`src/rtl/mmu_pkg.sv`:
```
// rtl/mmu_pkg.sv - shared access-type codes and fault bit indices
//
// Purpose: encodings shared by the permission evaluator, the pipeline top
// and anything decoding rsp_fault / fsr_fault.
// Ports: none (package).
package mmu_pkg;

    localparam logic [1:0] TYPE_READ  = 2'b00;
    localparam logic [1:0] TYPE_WRITE = 2'b01;
    localparam logic [1:0] TYPE_FETCH = 2'b10;
    localparam logic [1:0] TYPE_BAD   = 2'b11;

    // Permission triplets are {X,W,R}.
    localparam int PERM_R = 0;
    localparam int PERM_W = 1;
    localparam int PERM_X = 2;

    // Fault vector is {bad_req, priv_rel, no_exec, wr_prot, no_read}.
    // The three denial bits share their index with the permission bit
    // they report on, so a one-hot type select maps straight across.
    localparam int F_NO_READ  = 0;
    localparam int F_WR_PROT  = 1;
    localparam int F_NO_EXEC  = 2;
    localparam int F_PRIV_REL = 3;
    localparam int F_BAD_REQ  = 4;
    localparam int FAULT_W    = 5;

endpackage

```
`src/rtl/perm_eval.sv`:
```
// rtl/perm_eval.sv - combinational access permission evaluator
//
// Purpose: decide allow/fault for one request.
// Ports:
//   typ   in  2  access type (read/write/fetch/illegal)
//   user  in  1  user-mode flag, selects uperm over sperm
//   uperm in  3  user permissions {X,W,R}
//   sperm in  3  supervisor permissions {X,W,R}
//   tt    in  1  transparent translation: always allowed, never faults
//   allow out 1  access permitted
//   fault out 5  {bad_req, priv_rel, no_exec, wr_prot, no_read}
module perm_eval
    import mmu_pkg::*;
(
    input  logic [1:0]         typ,
    input  logic               user,
    input  logic [2:0]         uperm,
    input  logic [2:0]         sperm,
    input  logic               tt,
    output logic               allow,
    output logic [FAULT_W-1:0] fault
);

    logic [2:0] sel;
    logic [2:0] active;
    logic       hit;
    logic       sup_hit;

    always_comb begin
        sel = 3'b000;
        case (typ)
            TYPE_READ:  sel[PERM_R] = 1'b1;
            TYPE_WRITE: sel[PERM_W] = 1'b1;
            TYPE_FETCH: sel[PERM_X] = 1'b1;
            default:    sel = 3'b000;
        endcase

        active  = user ? uperm : sperm;
        hit     = |(active & sel);
        sup_hit = |(sperm & sel);
        allow   = tt | hit;

        fault = '0;
        if (!tt) begin
            if (typ == TYPE_BAD) begin
                fault[F_BAD_REQ] = 1'b1;
            end else if (!hit) begin
                fault[2:0]        = sel;
                // Denied in user mode but the supervisor could have done it.
                fault[F_PRIV_REL] = user & sup_hit;
            end
        end
    end

endmodule

```
`src/rtl/perm_check_pipe.sv`:
```
// rtl/perm_check_pipe.sv - round-robin permission check with fault status
//
// Purpose: arbitrate NPORT requesters, evaluate permissions for the winner,
// hold the result in a single output register, record first fault.
// Ports:
//   clk, rst                 clock, synchronous active-high reset
//   req_valid/req_ready      per-port request handshake (ready = grant)
//   req_type/user/uperm/sperm/tt/addr  per-port request fields, packed
//   rsp_valid/rsp_ready      result handshake
//   rsp_port/allow/fault     result fields
//   fsr_valid/overflow/fault/port/addr  first-fault record
//   fsr_clear                clears the record
//   fault_cnt                saturating count of faulting results
module perm_check_pipe
    import mmu_pkg::*;
#(
    parameter int NPORT  = 2,
    parameter int ADDR_W = 32,
    parameter int CNT_W  = 16,
    localparam int PW    = (NPORT > 1) ? $clog2(NPORT) : 1
) (
    input  logic                    clk,
    input  logic                    rst,
    input  logic [NPORT-1:0]        req_valid,
    output logic [NPORT-1:0]        req_ready,
    input  logic [2*NPORT-1:0]      req_type,
    input  logic [NPORT-1:0]        req_user,
    input  logic [3*NPORT-1:0]      req_uperm,
    input  logic [3*NPORT-1:0]      req_sperm,
    input  logic [NPORT-1:0]        req_tt,
    input  logic [ADDR_W*NPORT-1:0] req_addr,
    output logic                    rsp_valid,
    input  logic                    rsp_ready,
    output logic [PW-1:0]           rsp_port,
    output logic                    rsp_allow,
    output logic [FAULT_W-1:0]      rsp_fault,
    output logic                    fsr_valid,
    output logic                    fsr_overflow,
    output logic [FAULT_W-1:0]      fsr_fault,
    output logic [PW-1:0]           fsr_port,
    output logic [ADDR_W-1:0]       fsr_addr,
    input  logic                    fsr_clear,
    output logic [CNT_W-1:0]        fault_cnt
);

    logic [PW-1:0]        rr_next;   // first port searched this cycle
    logic [PW-1:0]        gidx;
    logic                 gfound;
    logic                 can_load;
    logic                 grant;
    int                   idx;

    logic [1:0]           sel_type;
    logic                 sel_user;
    logic [2:0]           sel_uperm;
    logic [2:0]           sel_sperm;
    logic                 sel_tt;
    logic [ADDR_W-1:0]    sel_addr;
    logic                 ev_allow;
    logic [FAULT_W-1:0]   ev_fault;
    logic                 fault_load;

    assign can_load = !rsp_valid || rsp_ready;

    // Rotating priority search starting at rr_next.
    always_comb begin
        gfound = 1'b0;
        gidx   = '0;
        idx    = 0;
        for (int k = 0; k < NPORT; k++) begin
            idx = int'(rr_next) + k;
            if (idx >= NPORT) idx = idx - NPORT;
            if (!gfound && req_valid[idx]) begin
                gfound = 1'b1;
                gidx   = PW'(idx);
            end
        end
    end

    assign grant = gfound && can_load && !rst;

    always_comb begin
        req_ready = '0;
        if (grant) req_ready[gidx] = 1'b1;
    end

    always_comb begin
        sel_type  = '0;
        sel_user  = 1'b0;
        sel_uperm = '0;
        sel_sperm = '0;
        sel_tt    = 1'b0;
        sel_addr  = '0;
        for (int i = 0; i < NPORT; i++) begin
            if (gidx == PW'(i)) begin
                sel_type  = req_type[2*i +: 2];
                sel_user  = req_user[i];
                sel_uperm = req_uperm[3*i +: 3];
                sel_sperm = req_sperm[3*i +: 3];
                sel_tt    = req_tt[i];
                sel_addr  = req_addr[ADDR_W*i +: ADDR_W];
            end
        end
    end

    perm_eval u_perm_eval (
        .typ   (sel_type),
        .user  (sel_user),
        .uperm (sel_uperm),
        .sperm (sel_sperm),
        .tt    (sel_tt),
        .allow (ev_allow),
        .fault (ev_fault)
    );

    assign fault_load = grant && (ev_fault != '0);

    always_ff @(posedge clk) begin
        if (rst) begin
            rr_next      <= '0;
            rsp_valid    <= 1'b0;
            rsp_port     <= '0;
            rsp_allow    <= 1'b0;
            rsp_fault    <= '0;
            fsr_valid    <= 1'b0;
            fsr_overflow <= 1'b0;
            fsr_fault    <= '0;
            fsr_port     <= '0;
            fsr_addr     <= '0;
            fault_cnt    <= '0;
        end else begin
            if (grant) begin
                rsp_valid <= 1'b1;
                rsp_port  <= gidx;
                rsp_allow <= ev_allow;
                rsp_fault <= ev_fault;
                rr_next   <= (gidx == PW'(NPORT - 1)) ? '0 : gidx + 1'b1;
            end else if (rsp_ready) begin
                rsp_valid <= 1'b0;
            end

            // A clear in the same cycle as a faulting load makes room for
            // the new record rather than flagging it as lost.
            if (fault_load && (!fsr_valid || fsr_clear)) begin
                fsr_valid    <= 1'b1;
                fsr_overflow <= 1'b0;
                fsr_fault    <= ev_fault;
                fsr_port     <= gidx;
                fsr_addr     <= sel_addr;
            end else if (fault_load) begin
                fsr_overflow <= 1'b1;
            end else if (fsr_clear) begin
                fsr_valid    <= 1'b0;
                fsr_overflow <= 1'b0;
            end

            if (fault_load && (fault_cnt != '1)) begin
                fault_cnt <= fault_cnt + 1'b1;
            end
        end
    end

endmodule

```
`config.mk`:
```
export PLATFORM = sky130hd
export DESIGN_NAME = perm_check_pipe
export DESIGN_NICKNAME = d
export VERILOG_FILES = /design/src/rtl/mmu_pkg.sv /design/src/rtl/perm_eval.sv /design/src/rtl/perm_check_pipe.sv
export SDC_FILE = /design/constraint.sdc
export NUM_CORES = 1
export LEC_CHECK = 0
export ABC_CLOCK_PERIOD_IN_PS = 3980
export CAP_MARGIN = 5
export CORE_AREA = 2 2 88 90
export CTS_BUF_LIST = sky130_fd_sc_hd__clkbuf_8
export DETAILED_ROUTE_END_ITERATION = 10
export DIE_AREA = 0 0 90 92
export GPL_TIMING_DRIVEN = 0
export PLACE_DENSITY_LB_ADDON = 0.12
export SLEW_MARGIN = 30
export SYNTH_ARGS = -nofsm -noshare
export SYNTH_HDL_FRONTEND = slang
export SYNTH_SLANG_ARGS = --single-unit
```
`constraint.sdc`:
```
create_clock -name clk -period 3.98 [get_ports clk]
set_input_delay 0.398 -clock clk [delete_from_list [all_inputs] [get_ports clk]]
set_output_delay 0.398 -clock clk [all_outputs]
set_load 0.05 [all_outputs]
```
==> metrics.txt, run 1 <==
# TYPE chip_impl_metric gauge
chip_impl_metric{name="cts.htree.levels",unit=""} 3
chip_impl_metric{name="drt-wirelength-per-cell",unit="um"} 17.0
chip_impl_metric{name="clock_buffer_count_from_cts",unit=""} 9
chip_impl_metric{name="hold_depth",unit=""} 2
chip_impl_metric{name="resized_after_cts",unit=""} 0
chip_impl_metric{name="grt_overflow_total",unit=""} 0
chip_impl_metric{name="firstDrtPassIters",unit=""} 5
chip_impl_metric{name="internal_power",unit="W"} 0.00117
chip_impl_info{name="min_delay_endpoint",value="rsp_fault[2]"} 1
chip_impl_info{name="yosys_most_used_dff",value="sky130_fd_sc_hd__dfxtp_1"} 1
chip_impl_metric{name="cts_setup_buffers",unit=""} 0
chip_impl_metric{name="gr-usage-all-layers",unit="%"} 25.1
chip_impl_info{name="reg2reg_to",value="fsr_addr[11]"} 1
chip_impl_metric{name="row_count",unit=""} 32
chip_impl_metric{name="synth-edff-count",unit=""} 0
chip_impl_info{name="critical_path.reg2reg.startpoint",value="rr_next"} 1
chip_impl_metric{name="nNetsFinal",unit=""} 616
chip_impl_metric{name="viasPerCell",unit=""} 5.85
chip_impl_metric{name="max_freq",unit="MHz"} 287
chip_impl_metric{name="final.setup.tns",unit="ns"} 0
chip_impl_metric{name="cp_data_required_time",unit="ns"} 3.58
chip_impl_metric{name="first_global_vias",unit=""} 3562
chip_impl_info{name="synth.most_common_cell",value="sky130_fd_sc_hd__dfxtp_1"} 1
chip_impl_metric{name="post_synthesis_cell_area",unit="um^2"} 3290
chip_impl_metric{name="area.sequential",unit="um^2"} 1300
chip_impl_metric{name="finalInstanceArea",unit="um^2"} 5130
chip_impl_metric{name="final-max-slew-violation-count",unit=""} 0
chip_impl_metric{name="postRouteAntennaNets",unit=""} 0
chip_impl_metric{name="p_switching",unit="W"} 0.000541
chip_impl_metric{name="final.min_clock_period",unit="ns"} 3.48
chip_impl_metric{name="netSwitchingFraction",unit="%"} 31.7
chip_impl_metric{name="timing.final.setup_violations",unit=""} 0
chip_impl_info{name="synth.top_cells.by_count",value="65 x sky130_fd_sc_hd__dfxtp_1, 41 x sky130_fd_sc_hd__mux2i_1, 34 x sky130_fd_sc_hd__a211oi_1, 33 x sky130_fd_sc_hd__a31oi_1, 20 x sky130_fd_sc_hd__clkbuf_1"} 1
chip_impl_metric{name="slew_headroom",unit="%"} 50.0
chip_impl_metric{name="die-area",unit="um^2"} 8280
chip_impl_metric{name="p_seq_share",unit="%"} 40.9
chip_impl_metric{name="detailroute.via_count",unit=""} 3689
chip_impl_metric{name="io-pin-count",unit=""} 156
chip_impl_metric{name="synth_async_sr_flop_share",unit="%"} 0
chip_impl_metric{name="preCtsSetupSlack",unit="ns"} 0.507
chip_impl_metric{name="largest_net_degree_at_the_start_of_global_routing",unit=""} 11
chip_impl_info{name="startpoint_type",value="input pin"} 1
chip_impl_metric{name="netlist_instances",unit=""} 361
chip_impl_metric{name="nFillCells",unit=""} 633
chip_impl_metric{name="multi_input_comb_area",unit="um^2"} 1810
chip_impl_metric{name="die_w",unit="um"} 90
chip_impl_metric{name="first_pass_grt_wire_length",unit="um"} 16900
chip_impl_metric{name="syn-mean-instance-area",unit="um^2"} 9.12
chip_impl_info{name="min-delay-start",value="rsp_fault[2]"} 1
chip_impl_info{name="cts_tree",value="done"} 1
chip_impl_metric{name="power.static_leakage",unit="nW"} 1.91
chip_impl_metric{name="number_of_antenna_violations_at_the_first_check_in_global_routing",unit=""} 0
chip_impl_metric{name="timing.reg2reg.setup_slack",unit="ns"} 1.46
chip_impl_metric{name="clock_insertion_delay_worst_skew",unit="ns"} 0.33
chip_impl_metric{name="timing.max_cap.violations",unit=""} 0
chip_impl_metric{name="cts.hold.buffers_added",unit=""} 0
chip_impl_metric{name="hold_viol_final",unit=""} 0
chip_impl_metric{name="cts.path.max_buffers",unit=""} 2
chip_impl_metric{name="cellPowerDensity",unit="nW/um^2"} 333
chip_impl_info{name="worst_setup_path_end_kind",value="output pin"} 1
chip_impl_metric{name="post_dp_cell_area",unit="um^2"} 4950
chip_impl_info{name="worst-setup-path-type",value="input pin to output pin"} 1
chip_impl_metric{name="clock_power_share",unit="%"} 30.6
chip_impl_metric{name="antennaDiodeCount",unit=""} 0
chip_impl_metric{name="ys.warnings.count",unit=""} 0
chip_impl_metric{name="wirelength",unit="um"} 10700
chip_impl_metric{name="drt-initial-drc-count",unit=""} 127
chip_impl_metric{name="worst_ep_arrival_time",unit="ns"} 3.08
chip_impl_metric{name="timing.final.crit_share",unit="%"} 87.4
chip_impl_metric{name="yosys.cell_types.count",unit=""} 48
chip_impl_metric{name="area.growth.synth_to_final",unit="%"} 55.8
chip_impl_metric{name="worst_ir_drop_vdd",unit="V"} 0.000167
chip_impl_metric{name="initial_utilization",unit="%"} 44.2
chip_impl_metric{name="post-synth-top-area-fraction",unit="%"} 39.5
chip_impl_info{name="grt_setup_unrepaired",value="no"} 1
chip_impl_metric{name="r2r_cells",unit=""} 7
chip_impl_metric{name="dieHeight",unit="um"} 92
chip_impl_metric{name="proportion_of_layout_cells_with_a_drive_suffix_above_1",unit="%"} 7.18
chip_impl_info{name="holdCritPathClass",value="flop to flop"} 1
chip_impl_metric{name="setup_slack",unit="ns"} 0.501
chip_impl_metric{name="cts.sink_count",unit=""} 65
chip_impl_metric{name="place_congestion",unit=""} 0.944
chip_impl_info{name="clockRootBuffer",value="sky130_fd_sc_hd__clkbuf_8"} 1
chip_impl_metric{name="synth_sequential_area_ratio",unit="%"} 39.5
chip_impl_metric{name="gate_power_share",unit="%"} 28.5
chip_impl_metric{name="yosys_register_bits",unit=""} 65
chip_impl_metric{name="crit_path_max_fanout",unit=""} 10
chip_impl_metric{name="io_buffer_count",unit=""} 153
chip_impl_metric{name="synthesis.nets",unit=""} 452
chip_impl_metric{name="worstMarginPinSlew",unit="ns"} 0.749
chip_impl_info{name="run_status",value="finished clean"} 1
chip_impl_metric{name="detailedPlacementHpwl",unit="um"} 7990
chip_impl_info{name="synth_top_cells_by_area",value="sky130_fd_sc_hd__dfxtp_1 40%, sky130_fd_sc_hd__mux2i_1 12%, sky130_fd_sc_hd__a211oi_1 7.8%"} 1
chip_impl_metric{name="placeableCoreArea",unit="um^2"} 7450
chip_impl_metric{name="clk_transition_reported_paths",unit="ns"} 0.07
chip_impl_metric{name="remaining_drc_errors",unit=""} 0
chip_impl_metric{name="worst_clock_skew",unit="ns"} 0.00710
chip_impl_info{name="synth_area_leader_cell",value="sky130_fd_sc_hd__dfxtp_1"} 1
power by group through the flow:
stage                     combinational [W]  sequential, W  clock, W
after floorplan                    0.000178       0.000813         0
after global placement             0.000477       0.000711         0
after detailed placement           0.000482       0.000712         0
after CTS                          0.000485       0.000698  0.000523
after global routing               0.000513       0.000701  0.000556
final                              0.000486       0.000698  0.000522
worst max-delay path by stage:
stage | start | cells past startpoint | slack (ns) | end
2_1_floorplan | rsp_valid | 4 | 1.66 | req_ready[1]
4_1_cts | req_valid[0] | 7 | 0.48 | req_ready[1]
3_5_place_dp | req_valid[0] | 7 | 0.51 | req_ready[1]
5_1_grt | req_valid[0] | 7 | 0.34 | req_ready[1]
3_3_place_gp | req_valid[0] | 7 | 0.50 | req_ready[1]
6_report | req_valid[0] | 7 | 0.50 | req_ready[1]
layer usage:
layer / GRT usage, % / share of wire, % / up-vias
li1: - / - / 1737
met1: 28.0 / 40 / 1747
met2: 45.1 / 51 / 183
met3: 6.24 / 7.3 / 22
met4: 11.2 / 1.9 / 0
met5: 0 / 0 / -
sequential cells by signal (all words and copies together), names as in the netlist:
name	cells
fault_cnt	16
fsr_addr	32
fsr_fault	5
fsr_overflow	1
fsr_port	1
fsr_valid	1
rr_next	1
rsp_allow	1
rsp_fault	5
rsp_port	1
rsp_valid	1
cells in the final DEF, fill, tap and decap left out, types with 4 or more instances in the layout:
| cell | Yosys | final |
|---|---|---|
| sky130_fd_sc_hd__mux2i_1 | 41 | 41 |
| sky130_fd_sc_hd__buf_2 | 8 | 8 |
| sky130_fd_sc_hd__nand2_1 | 15 | 15 |
| sky130_fd_sc_hd__a211oi_1 | 34 | 34 |
| sky130_fd_sc_hd__a31oi_1 | 33 | 33 |
| sky130_fd_sc_hd__inv_1 | 4 | 6 |
| sky130_fd_sc_hd__nor3_1 | 4 | 4 |
| sky130_fd_sc_hd__and3_1 | 7 | 7 |
| sky130_fd_sc_hd__nand3_1 | 18 | 18 |
| sky130_fd_sc_hd__clkbuf_8 | 0 | 9 |
| sky130_fd_sc_hd__o31ai_1 | 10 | 10 |
| sky130_fd_sc_hd__nor2_1 | 11 | 11 |
| sky130_fd_sc_hd__o21ai_0 | 10 | 10 |
| sky130_fd_sc_hd__dfxtp_1 | 65 | 65 |
| sky130_fd_sc_hd__clkdlybuf4s50_1 | 0 | 153 |
| sky130_fd_sc_hd__a21oi_1 | 17 | 17 |
| sky130_fd_sc_hd__or4_1 | 12 | 12 |
| sky130_fd_sc_hd__clkbuf_1 | 20 | 20 |
layout make-up:
class                      count  area share (%)
multi-input combinational    257            35.3
tap                          102            2.49
buffer                        35            3.20
sequential                    65            25.4
clock buffer                   9            2.42
inverter                       4           0.293
clock inverter                 6            1.03
timing repair buffer         153            29.9
kinds of logic after synthesis:
family / count (synthesis) / share of synthesized area [%]
compound gates: 123 / 25.6
simple gates: 86 / 14.4
flops: 65 / 39.5
mux: 47 / 14.7
buf+inv: 39 / 5.44
fa+ha+maj: 1 / 0.380
critical path, stage by stage:
cell and delay (ns):
sky130_fd_sc_hd__clkdlybuf4s50_1 0.51, sky130_fd_sc_hd__nand2b_2 0.14, sky130_fd_sc_hd__nand2_2 0.19, sky130_fd_sc_hd__buf_2 0.35, sky130_fd_sc_hd__buf_1 0.54, sky130_fd_sc_hd__nor2_1 0.18
sky130_fd_sc_hd__clkdlybuf4s50_1 0.76
metrics by stage:
step                hold WS (ns)  std cells  util [%]  total power [W]
detailed placement         0.446        616      66.5          0.00119
global route               0.468        631      68.8          0.00177
floorplan                  0.463        361         -         0.000990
CTS                        0.438        631      68.8          0.00171
finish                     0.452        631      68.8          0.00171
global placement           0.438        616      66.5          0.00119
(Power assumes the default switching activity.)
==> inputs of run 2 (changes only) <==
- ABC_CLOCK_PERIOD_IN_PS: 3980 -> 3900
- CORE_AREA: 2 2 88 90 -> 2 2 90 92
- DIE_AREA: 0 0 90 92 -> 0 0 92 94
- HOLD_SLACK_MARGIN: default -> 0.12
- SYNTH_HIERARCHICAL: default -> 1
- clock period: 3.98 -> 3.9 ns (I/O delays scaled with it)
==> run 2 against run 1 <==
Core utilization fell by 2.6 points. Die area rose by 4.4%. Critical path depth rose by 9. Largest cell class unchanged.
==> metrics.txt, run 2 <==
# TYPE chip_impl_metric gauge
chip_impl_info{name="synth_area_leader_cell",value="sky130_fd_sc_hd__dfxtp_1"} 1
chip_impl_metric{name="area.growth.synth_to_final",unit="%"} 62.6
chip_impl_metric{name="io_buffer_count",unit=""} 155
chip_impl_metric{name="hold_depth",unit=""} 2
chip_impl_metric{name="p_switching",unit="W"} 0.000562
chip_impl_info{name="cts_tree",value="done"} 1
chip_impl_metric{name="yosys_register_bits",unit=""} 65
chip_impl_metric{name="timing.max_cap.violations",unit=""} 0
chip_impl_metric{name="post_synthesis_cell_area",unit="um^2"} 3100
chip_impl_metric{name="wirelength",unit="um"} 9100
chip_impl_metric{name="largest_net_degree_at_the_start_of_global_routing",unit=""} 11
chip_impl_metric{name="final-max-slew-violation-count",unit=""} 0
chip_impl_metric{name="fin_util",unit="%"} 66.3
chip_impl_metric{name="number_of_antenna_violations_at_the_first_check_in_global_routing",unit=""} 0
chip_impl_info{name="synth.most_common_cell",value="sky130_fd_sc_hd__dfxtp_1"} 1
chip_impl_metric{name="first_global_vias",unit=""} 3085
chip_impl_metric{name="drt-wirelength-per-cell",unit="um"} 14.7
chip_impl_metric{name="postRouteAntennaNets",unit=""} 0
chip_impl_metric{name="netSwitchingFraction",unit="%"} 31.5
chip_impl_metric{name="remaining_drc_errors",unit=""} 0
chip_impl_metric{name="gr-usage-all-layers",unit="%"} 21.4
chip_impl_metric{name="hold_viol_final",unit=""} 0
chip_impl_metric{name="multi_input_comb_area",unit="um^2"} 1720
chip_impl_metric{name="slew_headroom",unit="%"} 53.7
chip_impl_info{name="min_delay_endpoint",value="fsr_fault[2]"} 1
chip_impl_metric{name="setup_slack",unit="ns"} 0.285
chip_impl_info{name="holdCritPathClass",value="flop to flop"} 1
chip_impl_metric{name="cellPowerDensity",unit="nW/um^2"} 353
chip_impl_info{name="layout_common_cells",value="155 x sky130_fd_sc_hd__clkdlybuf4s50_1, 65 x sky130_fd_sc_hd__dfxtp_1, 46 x sky130_fd_sc_hd__nor2_1"} 1
chip_impl_metric{name="io-pin-count",unit=""} 156
chip_impl_metric{name="placed_cells",unit=""} 603
chip_impl_metric{name="syn-mean-instance-area",unit="um^2"} 8.96
chip_impl_metric{name="total_power",unit="W"} 0.00178
chip_impl_metric{name="p_seq_share",unit="%"} 40.7
chip_impl_info{name="grt_setup_unrepaired",value="no"} 1
chip_impl_metric{name="row_count",unit=""} 32
chip_impl_metric{name="worst_ep_arrival_time",unit="ns"} 3.86
chip_impl_metric{name="firstDrtPassIters",unit=""} 4
chip_impl_metric{name="timing.final.setup_violations",unit=""} 0
chip_impl_metric{name="grt_overflow_total",unit=""} 0
chip_impl_metric{name="first_pass_grt_wire_length",unit="um"} 14600
chip_impl_info{name="layout.cells.most_common",value="sky130_fd_sc_hd__clkdlybuf4s50_1"} 1
chip_impl_metric{name="clock_buffer_count_from_cts",unit=""} 9
chip_impl_metric{name="die_w",unit="um"} 92
chip_impl_info{name="worst_setup_path_end_kind",value="flop"} 1
chip_impl_metric{name="max_freq",unit="MHz"} 277
chip_impl_metric{name="synthesis.nets",unit=""} 437
chip_impl_metric{name="ys.warnings.count",unit=""} 6
chip_impl_metric{name="area.sequential",unit="um^2"} 1300
chip_impl_metric{name="detailroute.via_count",unit=""} 3165
chip_impl_metric{name="largest_register_ffs",unit=""} 32
chip_impl_metric{name="initial_utilization",unit="%"} 40.8
chip_impl_info{name="yosys_most_used_dff",value="sky130_fd_sc_hd__dfxtp_1"} 1
chip_impl_info{name="max_flop_register",value="fsr_addr"} 1
chip_impl_metric{name="clock_insertion_delay_worst_skew",unit="ns"} 0.33
chip_impl_metric{name="worst_clock_skew",unit="ns"} 0.00866
chip_impl_metric{name="power.static_leakage",unit="nW"} 1.95
chip_impl_info{name="synth.top_cells.by_count",value="65 x sky130_fd_sc_hd__dfxtp_1, 46 x sky130_fd_sc_hd__nor2_1, 42 x sky130_fd_sc_hd__mux2i_1, 33 x sky130_fd_sc_hd__a211oi_1, 28 x sky130_fd_sc_hd__nand2_1"} 1
chip_impl_metric{name="synth-edff-count",unit=""} 0
chip_impl_info{name="clockRootBuffer",value="sky130_fd_sc_hd__clkbuf_8"} 1
chip_impl_info{name="critical_path.reg2reg.startpoint",value="rr_next"} 1
chip_impl_info{name="synth_top_cells_by_area",value="sky130_fd_sc_hd__dfxtp_1 42%, sky130_fd_sc_hd__mux2i_1 14%, sky130_fd_sc_hd__a211oi_1 8.0%"} 1
chip_impl_metric{name="crit_path_max_fanout",unit=""} 10
chip_impl_metric{name="fin_worst_hold_slack",unit="ns"} 0.456
chip_impl_info{name="reg2reg_to",value="fsr_addr[26]"} 1
chip_impl_metric{name="placeableCoreArea",unit="um^2"} 7610
chip_impl_metric{name="nFillCells",unit=""} 637
chip_impl_metric{name="cts.path.max_buffers",unit=""} 2
chip_impl_metric{name="dieHeight",unit="um"} 94
chip_impl_metric{name="viasPerCell",unit=""} 5.10
chip_impl_metric{name="final.min_clock_period",unit="ns"} 3.61
chip_impl_metric{name="cp_data_required_time",unit="ns"} 4.14
chip_impl_metric{name="cts.sink_count",unit=""} 65
chip_impl_metric{name="post_layout_nonfiller_instances",unit=""} 621
chip_impl_info{name="worst-setup-path-type",value="input pin to flop"} 1
chip_impl_metric{name="die-area",unit="um^2"} 8650
chip_impl_info{name="biggestRegsByFlops",value="fsr_addr (32), fault_cnt (16)"} 1
chip_impl_info{name="startpoint_type",value="input pin"} 1
chip_impl_metric{name="internal_power",unit="W"} 0.00122
chip_impl_metric{name="drt-initial-drc-count",unit=""} 56
chip_impl_metric{name="clk_transition_reported_paths",unit="ns"} 0.07
chip_impl_metric{name="preCtsSetupSlack",unit="ns"} -1.03
chip_impl_metric{name="worst_ir_drop_vdd",unit="V"} 0.000176
chip_impl_metric{name="cts.htree.levels",unit=""} 3
chip_impl_metric{name="place_congestion",unit=""} 0.808
chip_impl_metric{name="clock_power_share",unit="%"} 29.6
chip_impl_metric{name="synth_async_sr_flop_share",unit="%"} 0
chip_impl_metric{name="post-synth-top-area-fraction",unit="%"} 42.0
chip_impl_metric{name="netlist_instances",unit=""} 346
chip_impl_metric{name="yosys.cell_types.count",unit=""} 42
chip_impl_metric{name="antennaDiodeCount",unit=""} 0
chip_impl_info{name="min-delay-start",value="fsr_fault[2]"} 1
chip_impl_info{name="run_status",value="finished clean"} 1
chip_impl_metric{name="r2r_cells",unit=""} 14
chip_impl_metric{name="timing.final.crit_share",unit="%"} 92.7
chip_impl_metric{name="worstMarginPinSlew",unit="ns"} 0.695
chip_impl_metric{name="nNetsFinal",unit=""} 606
chip_impl_metric{name="proportion_of_layout_cells_with_a_drive_suffix_above_1",unit="%"} 9.06
chip_impl_metric{name="detailedPlacementHpwl",unit="um"} 7060
chip_impl_metric{name="synth_sequential_area_ratio",unit="%"} 42.0
chip_impl_metric{name="timing.reg2reg.setup_slack",unit="ns"} 0.62
chip_impl_metric{name="gate_power_share",unit="%"} 29.6
## run 2: cell count changes in the layout (fill, tap and decap cells not counted), sizes merged, moves of 7 or more
cell,before,now
or4,12,4
nand2,16,28
nor2,11,46
nand3,18,8
a31oi,34,0
nand3b,0,7
o31ai,10,3
## run 2: kinds of logic after synthesis
logic type      share of synthesized area [%]
compound gates                           12.6
simple gates                             22.8
buf+inv                                  3.83
xor+xnor                                0.847
flops                                    42.0
mux                                      17.5
fa+ha+maj                               0.403
## run 2: power groups by stage
stage          Clock, W  Combinational (W)  Sequential (W)
6_report       0.000528           0.000528        0.000726
5_1_grt        0.000570           0.000563        0.000731
3_5_place_dp          0           0.000515        0.000741
4_1_cts        0.000539           0.000523        0.000726
3_3_place_gp          0           0.000510        0.000739
2_1_floorplan         0           0.000171        0.000871
## run 2: worst max-delay path, stage by stage
cell and delay [ns]:
sky130_fd_sc_hd__clkdlybuf4s50_1 0.53, sky130_fd_sc_hd__inv_1 0.06, sky130_fd_sc_hd__o21ai_1 0.12, sky130_fd_sc_hd__buf_4 0.17
sky130_fd_sc_hd__buf_6 0.15, sky130_fd_sc_hd__mux2_4 0.35, sky130_fd_sc_hd__mux2i_1 0.14, sky130_fd_sc_hd__o31ai_2 0.42
sky130_fd_sc_hd__nor3_2 0.10, sky130_fd_sc_hd__nor3_1 0.25, sky130_fd_sc_hd__nand2_1 0.14, sky130_fd_sc_hd__and3_1 0.20
sky130_fd_sc_hd__clkbuf_1 0.16, sky130_fd_sc_hd__buf_2 0.22, sky130_fd_sc_hd__buf_2 0.21, sky130_fd_sc_hd__a211oi_1 0.24
## run 2: final cells by class
cell class	instances	share of cell area [%]
Timing Repair Buffer	159	31.4
Clock inverter	6	1.04
Sequential cell	65	25.8
Multi-Input combinational cell	250	34.1
Clock buffer	9	2.46
Tap cell	102	2.53
Inverter	6	0.447
Buffer	24	2.28
## run 2: how the worst max path moves through the flow
stage,from,end,slack (ns),cells past startpoint
after floorplan,req_valid[0],fault_cnt[15],0.31,14
after global placement,req_valid[0],fsr_addr[27],-1.05,15
after detailed placement,req_valid[0],fsr_addr[26],-1.03,15
after CTS,req_valid[0],fault_cnt[12],0.02,15
after global routing,req_valid[0],fsr_addr[22],0.01,16
final,req_valid[0],fsr_addr[26],0.29,16
## run 2: per-layer routing
layer / part of all wire [%] / GRT usage (%)
met2: 50 / 38.2
met1: 40 / 23.4
met5: 0 / 0
met4: 2.0 / 8.08
met3: 8.4 / 7.46
## run 2: timing repair
action | in CTS | in global routing
setup endpoints to repair | 52 | 51
hold buffers | 0 | 0
pin swaps | 0 | 2
resized for setup | 11 | 9
setup buffers | 0 | 4
endpoints found under the hold margin | 0 | 0
## run 2: stage by stage
stage               cell area [um^2]  setup TNS, ns
floorplan                       3100              0
global placement                4780         -41.34
detailed placement              4780         -41.64
CTS                             4990              0
global route                    5040              0
finish                          5040              0
